==> src/rtl/key_event_decoder.sv <==
// Classifies debounced key gestures as SHORT, LONG or DOUBLE and presents each
// one as a single-entry event with a valid/ready handshake and a sticky drop flag.
module key_event_decoder #(
  parameter logic        ACTIVE      = 1'b1,
  parameter int unsigned LONG_TIME   = 60000000,
  parameter int unsigned DCLICK_TIME = 18000000,
  parameter int unsigned BITS        = 26
) (
  input  logic       sys_clk,
  input  logic       sys_rst,
  input  logic       key_i,
  input  logic       evt_ready,
  output logic       evt_valid,
  output logic [1:0] evt_code,
  output logic       evt_ovf,
  output logic       key_pressed
);

  localparam logic [1:0] CODE_NONE   = 2'b00;
  localparam logic [1:0] CODE_SHORT  = 2'b01;
  localparam logic [1:0] CODE_LONG   = 2'b10;
  localparam logic [1:0] CODE_DOUBLE = 2'b11;

  localparam logic [BITS-1:0] LONG_LAST   = BITS'(LONG_TIME - 32'd1);
  localparam logic [BITS-1:0] DCLICK_LAST = BITS'(DCLICK_TIME - 32'd1);
  localparam logic [BITS-1:0] CNT_ONE     = {{(BITS-1){1'b0}}, 1'b1};

  typedef enum logic [2:0] {
    ST_IDLE   = 3'd0,
    ST_PRESS1 = 3'd1,
    ST_WAIT2  = 3'd2,
    ST_PRESS2 = 3'd3,
    ST_HELD   = 3'd4
  } state_t;

  state_t          state_r, state_s;
  logic [BITS-1:0] cnt_r, cnt_s;
  logic            prev_r;
  logic            press_s, release_s;
  logic            emit_s;
  logic [1:0]      emit_code_s;
  logic            evt_valid_s, evt_ovf_s;
  logic [1:0]      evt_code_s;

  assign press_s   = key_pressed & ~prev_r;
  assign release_s = ~key_pressed & prev_r;

  // Gesture FSM: next state, gesture counter and event emission.
  always_comb begin
    state_s     = state_r;
    cnt_s       = cnt_r;
    emit_s      = 1'b0;
    emit_code_s = CODE_NONE;
    case (state_r)
      ST_IDLE: begin
        if (press_s) state_s = ST_PRESS1;
        else         state_s = ST_IDLE;
      end
      ST_PRESS1: begin
        if (release_s) begin
          state_s = ST_WAIT2;
        end else if (cnt_r == LONG_LAST) begin
          emit_s      = 1'b1;
          emit_code_s = CODE_LONG;
          state_s     = ST_HELD;
        end else begin
          cnt_s = cnt_r + CNT_ONE;
        end
      end
      ST_WAIT2: begin
        if (press_s) begin
          state_s = ST_PRESS2;
        end else if (cnt_r == DCLICK_LAST) begin
          emit_s      = 1'b1;
          emit_code_s = CODE_SHORT;
          state_s     = ST_IDLE;
        end else begin
          cnt_s = cnt_r + CNT_ONE;
        end
      end
      ST_PRESS2: begin
        // Second press length is irrelevant: only its release matters.
        if (release_s) begin
          emit_s      = 1'b1;
          emit_code_s = CODE_DOUBLE;
          state_s     = ST_IDLE;
        end else begin
          state_s = ST_PRESS2;
        end
      end
      ST_HELD: begin
        if (release_s) state_s = ST_IDLE;
        else           state_s = ST_HELD;
      end
      default: begin
        state_s = ST_IDLE;
      end
    endcase
    if (state_s != state_r) cnt_s = '0;
    else                    cnt_s = cnt_s;
  end

  // Single-entry event slot: load, accept, or drop-and-flag when stalled.
  always_comb begin
    evt_valid_s = evt_valid;
    evt_code_s  = evt_code;
    evt_ovf_s   = evt_ovf;
    if (emit_s && (!evt_valid || evt_ready)) begin
      evt_valid_s = 1'b1;
      evt_code_s  = emit_code_s;
    end else if (emit_s) begin
      evt_ovf_s = 1'b1;
    end else if (evt_valid && evt_ready) begin
      evt_valid_s = 1'b0;
      evt_code_s  = CODE_NONE;
    end else begin
      evt_valid_s = evt_valid;
    end
  end

  // State, counter, input sampling and output registers.
  always_ff @(posedge sys_clk) begin
    if (sys_rst) begin
      state_r     <= ST_IDLE;
      cnt_r       <= '0;
      prev_r      <= 1'b0;
      key_pressed <= 1'b0;
      evt_valid   <= 1'b0;
      evt_code    <= CODE_NONE;
      evt_ovf     <= 1'b0;
    end else begin
      state_r     <= state_s;
      cnt_r       <= cnt_s;
      prev_r      <= key_pressed;
      key_pressed <= (key_i == ACTIVE);
      evt_valid   <= evt_valid_s;
      evt_code    <= evt_code_s;
      evt_ovf     <= evt_ovf_s;
    end
  end

endmodule

==> config.mk <==
export PLATFORM = sky130hd
export DESIGN_NAME = key_event_decoder
export DESIGN_NICKNAME = d
export VERILOG_FILES = /design/src/rtl/key_event_decoder.sv
export SDC_FILE = /design/constraint.sdc
export NUM_CORES = 1
export LEC_CHECK = 0
export BUFFER_PORTS_ARGS = -buffer_cell sky130_fd_sc_hd__buf_2
export CAP_MARGIN = 20
export CORE_MARGIN = 8
export CORE_UTILIZATION = 55
export CTS_BUF_LIST = sky130_fd_sc_hd__clkbuf_4 sky130_fd_sc_hd__clkbuf_8 sky130_fd_sc_hd__clkbuf_16
export DETAILED_ROUTE_END_ITERATION = 12
export HOLD_SLACK_MARGIN = 0.15
export PLACE_DENSITY_LB_ADDON = 0.3
export SLEW_MARGIN = 20
export SYNTH_ARGS = -nofsm -noshare
export SYNTH_HDL_FRONTEND = slang
export SYNTH_SLANG_ARGS = --single-unit
==> constraint.sdc <==
create_clock -name sys_clk -period 4.4 [get_ports sys_clk]
set_clock_uncertainty 0.05 [all_clocks]
set_input_delay 0.88 -clock sys_clk [delete_from_list [all_inputs] [get_ports sys_clk]]
set_output_delay 0.88 -clock sys_clk [all_outputs]
set_load 0.05 [all_outputs]
==> qor.yml <==
status: "finished clean"
gp_congestion: 0.969
wl_per_cell_um: 17.9
drive_gt1_share_pct: 13.5
postCtsSetupBuffers: 0
start_util_pct: 57.8
synthesis.area_sq_um: 2530
grt_pass1_wl_um: 10700
synth_cell_types: 56
syn_nets: 310
synth_common_cells: "dfxtp_1 (35), nand3_1 (26), nand2_1 (17)"
yosysSeqAreaShare_pct: 27.6
grt_usage_pct: 17.6
cts_buffers: 5
tightestPinTransition_ps: 827
hpwl_um: 4460
clock_path_buffers: 2
finalSetupViolCount: 0
cts.repair.resized: 0
synth_area_per_cell_sq_um: 8.31
vias: 2416
coreArea_sq_um: 4380
ant_nets: 0
cp_max_fo: 25
synth_edf_count: 0
viasPerCell: 6.92
path_class: "reg -> reg"
die_w_um: 83.9
drtIter0Drc: 293
holdBufCountCts: 0
finalInstanceArea_sq_um: 2600
dr.pass1.iters: 5
clkTransAtPathRegs_ps: 70
cts_max_level: 2
ir_drop_mv: 0.200
area_delta_synth_final_pct: 2.62
dp_slack_ps: 1610
setup_ws_ps: 1550
final_util_pct: 59.3
drt-total-wl_um: 6250
fin_crit_sh_pct: 64.8
synth_area_leader_cell: "dfxtp_1"
power.static_leakage_nw: 0.729
arrival_ps: 2960
slew_viol_final: 0
die_area_sq_um: 7040
rsz0062_at_grt: "false"
ys.flop_type: "dfxtp_1"
maxCapViolCount: 0
synth_top_area_share_pct: 27.6
grt_remaining_overflow: 0
setup_tns_ps: 0
antenna_found_initial: 0
crit_path_start_kind: "flip-flop"
die_h_um: 83.9
syn_inst: 305
cts_tree: "built"
rows: 24
required_ps: 4510
clk_latency_ps: 290
hold_class: "reg -> reg"
port_buffers: 8
ios: 9
grt_pass1_vias: 2220
cts-root-buf: "clkbuf_8"
fin_nets: 303
synth_area_leaders: "dfxtp_1 (28%), nand3_1 (5.1%), mux2i_1 (4.7%), o211ai_1 (4.7%), o2111ai_1 (4.1%)"
clock_sinks: 35
min_period_ps: 2850
synth.most_common_cell: "dfxtp_1"
power_density_nw_per_um2: 226
antennaDiodeCount: 0
grt_max_degree: 26
synthArstFlopShare_pct: 0
placed_area_sq_um: 2520
hold_viol: 0
ys_ff_latch: 35
drc: 0
fmax_mhz: 351
maxSlewHeadroom_pct: 44.8
end_kind: "flip-flop"
yosys_warnings: 0
[final cells by class]
class	instances	area, sq um
multi-input cells	237	1670
clock buffers	6	76.3
well taps	52	65.1
fillers	397	1780
inverters	10	37.5
flip-flops and latches	35	701
repair buffers	9	47.5
[through the flow]
stage | power, W | instances | hold slack [ps]
final | 0.000588 | 349 | 441
after global routing | 0.000615 | 349 | 479
after CTS | 0.000594 | 349 | 443
after detailed placement | 0.000374 | 343 | 433
after global placement | 0.000373 | 343 | 422
after floorplan | 0.000367 | 305 | 417
[cell families after synthesis]
logic type	share of synthesized area, %
buffers and inverters	6.32
adder cells (fa/ha/maj)	0.494
flip-flops	27.6
multiplexers	4.74
AO/OA/AOI/OAI	31.5
AND/OR/NAND/NOR	29.3
[flip-flops by register name, indices dropped and copies added (netlist names)]
register	flops
state_r	3
prev_r	1
evt_code	2
evt_valid	1
key_pressed	1
cnt_r	26
evt_ovf	1
[path summary, 6_finish.rpt]
| path | cells past startpoint | from | end | slack (ps) |
|---|---|---|---|---|
| max | 6 | cnt_r[0] | cnt_r[0] | 1550 |
| max reg2reg | 6 | cnt_r[0] | cnt_r[0] | 1550 |
| min | 2 | evt_ovf | evt_ovf | 440 |
| min reg2reg | 2 | evt_ovf | evt_ovf | 440 |
[power by group]
| group | internal, W | switching, W |
|---|---|---|
| clock | 0.000112 | 0.000109 |
| combinational | 0.0000124 | 0.0000309 |
| sequential | 0.000319 | 0.00000522 |
[cell usage in the layout, fill, tap and decap left out, types with 4 or more instances in the layout]
cell type / n
a21oi_2: 10
o211ai_1: 16
nor3_1: 9
a31oi_1: 6
a21oi_1: 5
dfxtp_1: 35
inv_1: 10
nor2b_1: 7
nand2_1: 17
and3_1: 6
o2111ai_1: 12
nor4_1: 8
clkbuf_8: 5
o21bai_1: 6
a211oi_1: 4
nor2_1: 6
nand3_1: 26
buf_2: 8
mux2i_1: 12
o21ai_0: 14
and2_1: 5
nand4_1: 14
a21o_1: 6
[metal layers]
layer / global-route usage [%] / share of wire [%] / vias up
li1: - / - / 1186
met1: 24.1 / 49 / 1142
met2: 25.8 / 44 / 80
met3: 3.52 / 5.3 / 8
met4: 7.06 / 1.4 / 0
met5: 0 / 0 / -
[worst max-delay path: stages, from the launching register on]
cell       delay (ps)
dfxtp_1           400
ha_1              570
nand4bb_1         300
or4_4             480
o21a_4            300
o21ai_4           480
nor3_1            120
Note: power is estimated with default switching activity, not from simulation.
